**config.mk**
```make
export PLATFORM = sky130hd
export DESIGN_NAME = row_window_gen
export DESIGN_NICKNAME = d
export VERILOG_FILES = /design/src/rtl/cbs_pkg.sv /design/src/rtl/row_window_gen_line_mem.sv /design/src/rtl/row_window_gen.sv
export SDC_FILE = /design/constraint.sdc
export NUM_CORES = 2
export LEC_CHECK = 0
export BUFFER_PORTS_ARGS = -buffer_cell sky130_fd_sc_hd__clkbuf_2
export CAP_MARGIN = 10
export CORE_MARGIN = 2
export CORE_UTILIZATION = 30
export DETAILED_ROUTE_END_ITERATION = 10
export GPL_TIMING_DRIVEN = 0
export SLEW_MARGIN = 15
export SYNTH_ARGS = -nofsm -noshare
export SYNTH_HDL_FRONTEND = slang
export SYNTH_SLANG_ARGS = --single-unit
```
**constraint.sdc**
```tcl
create_clock -name clk -period 38.9 [get_ports clk]
set_input_delay 3.89 -clock clk [delete_from_list [all_inputs] [get_ports clk]]
set_output_delay 3.89 -clock clk [all_outputs]
set_load 0.02 [all_outputs]
```
**src/rtl/cbs_pkg.sv**
```systemverilog
// Shared constants and types for the 3x3 convolution bank front end.
package cbs_pkg;

  localparam int unsigned PIX_W    = 8;   // bits per pixel
  localparam int unsigned WIN_PIX  = 10;  // pixels per row slice
  localparam int unsigned STRIDE   = 8;   // column advance between windows
  localparam int unsigned ROW_BITS = 80;  // WIN_PIX * PIX_W
  localparam int unsigned KERNEL   = 3;   // kernel height/width

  typedef logic [PIX_W-1:0] pix_t;

  typedef enum logic {
    S_FILL = 1'b0,
    S_RUN  = 1'b1
  } rwg_state_e;

endpackage

```
**src/rtl/row_window_gen_line_mem.sv**
```systemverilog
// line_mem: single image-line store, DEPTH x PIX_W.
// Synchronous write, combinational read; contents are never cleared.
// Ports: clk, we (write enable), addr (shared read/write column),
//        wdata (pixel to store), rdata (pixel currently held at addr).
module line_mem
  import cbs_pkg::*;
#(
  parameter int unsigned DEPTH = 66,
  parameter int unsigned AW    = $clog2(DEPTH)
) (
  input  logic          clk,
  input  logic          we,
  input  logic [AW-1:0] addr,
  input  pix_t          wdata,
  output pix_t          rdata
);

  pix_t mem [DEPTH];

  // Storage only; no reset so it maps onto plain RAM/flop arrays.
  always_ff @(posedge clk) begin
    if (we) mem[addr] <= wdata;
  end

  assign rdata = mem[addr];

endmodule

```
**src/rtl/row_window_gen.sv**
```systemverilog
// row_window_gen: turns a raster pixel stream into 3-row x 10-pixel windows
// stepping 8 columns, for a bank of 8 parallel 3x3 kernels.
// Ports: clk, rst (async, active-high); in_valid/in_sof/in_pixel stream in;
//        img_R1/R2/R3 row slices (lines r-2, r-1, r; leftmost pixel in MSBs),
//        out_valid one-cycle window pulse, out_row/out_col window origin.
// Optional: define RWG_FRAME_DONE_EN to add frame_done, pulsed with the
//           last window of each frame.
module row_window_gen
  import cbs_pkg::*;
#(
  parameter int unsigned IMG_W = 66,
  parameter int unsigned IMG_H = 64
) (
  input  logic                     clk,
  input  logic                     rst,
  input  logic                     in_valid,
  input  logic                     in_sof,
  input  logic [PIX_W-1:0]         in_pixel,
  output logic [ROW_BITS-1:0]      img_R1,
  output logic [ROW_BITS-1:0]      img_R2,
  output logic [ROW_BITS-1:0]      img_R3,
`ifdef RWG_FRAME_DONE_EN
  output logic                     frame_done,
`endif
  output logic                     out_valid,
  output logic [$clog2(IMG_H)-1:0] out_row,
  output logic [$clog2(IMG_W)-1:0] out_col
);

  localparam int unsigned CW = $clog2(IMG_W);
  localparam int unsigned RW = $clog2(IMG_H);

  if ((IMG_W < WIN_PIX) || (((IMG_W - 2) % STRIDE) != 0) || (IMG_H < KERNEL)) begin : g_param_err
    $error("row_window_gen: IMG_W must be >=10 with (IMG_W-2)%%8==0, IMG_H >=3");
  end

  rwg_state_e          state_q, state_d, state_cur;
  logic [CW-1:0]       col_q, col_d, col_cur;
  logic [RW-1:0]       row_q, row_d, row_cur;
  logic [ROW_BITS-1:0] sh1_q, sh1_d, sh2_q, sh2_d, sh3_q, sh3_d;
  logic [ROW_BITS-1:0] img_r1_q, img_r1_d, img_r2_q, img_r2_d, img_r3_q, img_r3_d;
  logic                out_valid_q, out_valid_d;
  logic [RW-1:0]       out_row_q, out_row_d;
  logic [CW-1:0]       out_col_q, out_col_d;
  logic                last_col, last_row, fire;
  pix_t                lb1_rd, lb2_rd;

  // Start-of-frame restarts the raster position before the pixel is used.
  always_comb begin
    col_cur   = col_q;
    row_cur   = row_q;
    state_cur = state_q;
    if (in_valid && in_sof) begin
      col_cur   = '0;
      row_cur   = '0;
      state_cur = S_FILL;
    end
  end

  // lb1 holds line r-1, lb2 holds line r-2; each pixel ages one line down.
  line_mem #(.DEPTH(IMG_W)) u_lb1 (
    .clk   (clk),
    .we    (in_valid),
    .addr  (col_cur),
    .wdata (in_pixel),
    .rdata (lb1_rd)
  );

  line_mem #(.DEPTH(IMG_W)) u_lb2 (
    .clk   (clk),
    .we    (in_valid),
    .addr  (col_cur),
    .wdata (lb1_rd),
    .rdata (lb2_rd)
  );

  // Next-state, shift and window-capture logic.
  always_comb begin
    state_d     = state_q;
    col_d       = col_q;
    row_d       = row_q;
    sh1_d       = sh1_q;
    sh2_d       = sh2_q;
    sh3_d       = sh3_q;
    img_r1_d    = img_r1_q;
    img_r2_d    = img_r2_q;
    img_r3_d    = img_r3_q;
    out_valid_d = 1'b0;
    out_row_d   = out_row_q;
    out_col_d   = out_col_q;
    last_col    = (col_cur == CW'(IMG_W - 1));
    last_row    = (row_cur == RW'(IMG_H - 1));
    // Window completes when the pixel just taken is the 10th of an 8-stepped slice.
    fire        = in_valid && (state_cur == S_RUN) &&
                  (col_cur >= CW'(WIN_PIX - 1)) &&
                  (((col_cur - CW'(WIN_PIX - 1)) % CW'(STRIDE)) == '0);

    if (in_valid) begin
      state_d = state_cur;
      sh3_d   = {sh3_q[ROW_BITS-PIX_W-1:0], in_pixel};
      sh2_d   = {sh2_q[ROW_BITS-PIX_W-1:0], lb1_rd};
      sh1_d   = {sh1_q[ROW_BITS-PIX_W-1:0], lb2_rd};

      if (last_col) begin
        col_d = '0;
        row_d = last_row ? '0 : row_cur + RW'(1);
      end else begin
        col_d = col_cur + CW'(1);
        row_d = row_cur;
      end

      // Two full lines buffered once row KERNEL-2 completes.
      if ((state_cur == S_FILL) && last_col && (row_cur == RW'(KERNEL - 2)))
        state_d = S_RUN;
      if ((state_cur == S_RUN) && last_col && last_row)
        state_d = S_FILL;

      if (fire) begin
        img_r1_d    = sh1_d;
        img_r2_d    = sh2_d;
        img_r3_d    = sh3_d;
        out_valid_d = 1'b1;
        out_row_d   = row_cur - RW'(KERNEL - 1);
        out_col_d   = col_cur - CW'(WIN_PIX - 1);
      end
    end
  end

  always_ff @(posedge clk or posedge rst) begin
    if (rst) begin
      state_q     <= S_FILL;
      col_q       <= '0;
      row_q       <= '0;
      sh1_q       <= '0;
      sh2_q       <= '0;
      sh3_q       <= '0;
      img_r1_q    <= '0;
      img_r2_q    <= '0;
      img_r3_q    <= '0;
      out_valid_q <= 1'b0;
      out_row_q   <= '0;
      out_col_q   <= '0;
    end else begin
      state_q     <= state_d;
      col_q       <= col_d;
      row_q       <= row_d;
      sh1_q       <= sh1_d;
      sh2_q       <= sh2_d;
      sh3_q       <= sh3_d;
      img_r1_q    <= img_r1_d;
      img_r2_q    <= img_r2_d;
      img_r3_q    <= img_r3_d;
      out_valid_q <= out_valid_d;
      out_row_q   <= out_row_d;
      out_col_q   <= out_col_d;
    end
  end

  assign img_R1    = img_r1_q;
  assign img_R2    = img_r2_q;
  assign img_R3    = img_r3_q;
  assign out_valid = out_valid_q;
  assign out_row   = out_row_q;
  assign out_col   = out_col_q;

`ifdef RWG_FRAME_DONE_EN
  logic frame_done_q, frame_done_d;

  // Last window of the frame: bottom row, rightmost slice.
  always_comb begin
    frame_done_d = fire && last_row && last_col;
  end

  always_ff @(posedge clk or posedge rst) begin
    if (rst) frame_done_q <= 1'b0;
    else     frame_done_q <= frame_done_d;
  end

  assign frame_done = frame_done_q;
`endif

endmodule

```
==> out/metrics.csv <==
metric,value,unit
Worst EP required,39.39,ns
MaxCap Viol Count,0,
top-area cell type share of the netlist area,0.549,
"antenna viol nets, final",0,
initial antenna violation count,15,
Max clock buf depth,3,
Peak Freq,0.121,GHz
YS warnings,0,
CTS tree,yes,
Ports,266,
Die Width,443,um
Slew @ Worst Pin,1.43,ns
worst r2r path cells,10,
clock sink total,1540,
Hold WS,0.458,ns
Worst VDD drop,0.0577,mV
port buffer count,264,
clock network fraction of total power,0.342,
Synth cell types,81,
Sw Share,0.299,
Combinational Power Share,0.177,
register area share after synthesis,0.758,
switching power,1.28,mW
initial DRC count,5823,
Pleak,26.2,nW
WHS Path Cells,2,
Worst Setup Start Kind,input port,
htree depth,4,
Avg Inst Size Synth,15.1,um^2
CP Class,input port to flip-flop,
area of the core,192000,um^2
first-pass GRT wire length,284,mm
"EDFF count, synth",1056,
total congestion overflow,0,
crit path cell chain,clkbuf_2 -> buf_6 -> a21o_1 -> nor3_2 -> buf_2 -> buf_1 -> a22oi_1 -> a31oi_1 -> a311o_1 -> nor4_2 -> inv_2 -> buf_12,
failing checks,DRC,
Post-CTS Hold Fix Bufs,0,
Wirelength per Cell,29.3,um
final wirelength,205,mm
Root Driver,clkbuf_16,
Mapped Cells,3839,
row count,161,
status,"finished, violations left",
critical path arrival,8.73,ns
ys async rst share,0.314,
top_reg_cell synth,edfxtp_1,
starting density of the core,0.301,
clock latency on the worst-skew pair,0.82,ns
vias per cell,5.48,
cell area after synthesis,57800,um^2
count of pins over their slew limit,0,
# Post-CTS Setup Buffers,0,
pwr dens,62.0,nW/um^2
Final min period,8.23,ns
"area leader, netlist",edfxtp_1,
Internal Power,3.01,mW
"Slowest-stage cell, CP",nor4_2,
placed insts,6691,
Worst Skew,0.0409,ns
Post-Syn Nets,3858,
most frequent cells in the layout,"edfxtp_1 (1056), nand2_1 (743), dfrtp_1 (484)",
# fillers,18000,
Die Area,196000,um^2
area grow syn2layout,19.8,%
largest net degree at the start of global routing,115,
final cell count without fillers,6991,
Min-Delay Path Class,flip-flop to flip-flop,
post-synthesis register bit count,1540,
via count,38300,
CP peak stage delay,0.88,ns
DRT Pass-1 Iters,11,
RD Place Congestion,0.940,
total track usage,0.202,
number of global-route vias before repair,36300,
drc violations,1,
die extent in y,443,um
ratio of cells with drive above 1 in the final layout,0.222,
Fin Setup TNS,0,ns
RSZ-0062 raised after global routing,false,
total CTS buffers,158,
synth top area cells,"edfxtp_1 (55%), dfrtp_1 (21%), nand2_1 (4.8%)",
Flop pwr share,0.482,
post-cts repair resize count,0,
CP endpoint kind,flip-flop,
"commonest non-fill, non-tap cell in the layout",edfxtp_1,
Setup-failing EPs final,0,
Clock Pin Slew Worst Setup and Hold Paths,0.06,ns
final hold vios,0,
HPWL Detailed,135,mm
fin crit share,0.212,
worst-path maximum fanout,42,
nets,4344,
Rel. slew slack,0.0482,
[logic make-up (layout without fill, tap and decap cells)]
family,count (synthesis),in the layout,share of synthesized area
other cells,0,8,0
compound gates,653,653,0.0859
simple gates,1118,1118,0.0836
flops,1540,1540,0.758
mux,252,252,0.0495
xor+xnor,8,8,0.00121
buf+inv,261,879,0.0199
fa+ha+maj,7,7,0.00152
[worst max-delay path, delay by kind of cell]
kind,cells,cell delay [ns]
compound gates,4,1.47
buf+inv,6,2.21
simple gates,2,1.08
[worst paths after layout]
path	start	to	slack [ns]
min in group asynchronous	rst	img_R2[34]	3.15
setup reg to reg	col_q[0]	u_lb2.mem[65][3]	33.12
hold / removal	sh1_q[66]	img_R1[74]	0.46
max in group asynchronous	rst	img_R3[16]	34.81
setup / recovery	in_valid	u_lb2.mem[23][6]	30.67
hold reg to reg	sh1_q[66]	img_R1[74]	0.46
[state kept, by name (all words and copies together), names as in the netlist, 6 cells and up]
| register | count |
|---|---|
| col_q | 7 |
| img_R1 | 80 |
| img_R2 | 80 |
| img_R3 | 80 |
| out_col | 7 |
| out_row | 6 |
| row_q | 6 |
| sh1_q | 72 |
| sh2_q | 72 |
| sh3_q | 72 |
| u_lb1.mem | 528 |
| u_lb2.mem | 528 |
[final cells by class]
class                      count  area [um^2]  area share
inverter                      18         75.1     0.00108
multi-input combinational   2038        13400       0.194
tap                         2526         3160      0.0456
sequential                  1540        43800       0.633
clock inverter                73          584     0.00844
antenna                        8         20.0    0.000289
clock buffer                 219         4350      0.0628
timing repair buffer         326         2740      0.0396
buffer                       243         1090      0.0158
[cells in the mapped netlist, types with 37 or more instances]
library cell / count
a2111oi_0: 56
a22oi_1: 336
a31oi_1: 73
a41oi_1: 37
and3_1: 169
buf_2: 104
clkbuf_1: 102
dfrtp_1: 484
edfxtp_1: 1056
mux2_2: 221
nand2_1: 745
nor2_1: 119
[through the flow]
step / total power, mW / setup WS, ns / util / instance area [um^2]
floorplan: 2.41 / 21.50 / - / 57800
global placement: 2.76 / 16.66 / 0.324 / 62300
detailed placement: 2.82 / 30.22 / 0.335 / 64300
CTS: 4.26 / 31.04 / 0.360 / 69200
global route: 4.38 / 30.92 / 0.361 / 69200
finish: 4.29 / 30.67 / 0.361 / 69200
[routing by layer]
layer | routed length, um | track usage | vias up
li1 | - | - | 15500
met5 | 362 | 0.00904 | -
met2 | 88800 | 0.301 | 2798
met3 | 27400 | 0.0697 | 525
met1 | 78700 | 0.269 | 19500
met4 | 9670 | 0.0830 | 22
[power by group through the flow]
stage | sequential [mW] | combinational, mW | clock, mW
6_report | 2.07 | 0.757 | 1.47
4_1_cts | 2.07 | 0.721 | 1.48
3_5_place_dp | 2.10 | 0.719 | 0
5_1_grt | 2.08 | 0.766 | 1.54
3_3_place_gp | 2.11 | 0.644 | 0
2_1_floorplan | 2.06 | 0.353 | 0
No activity file was read; power rests on OpenSTA's default activity.
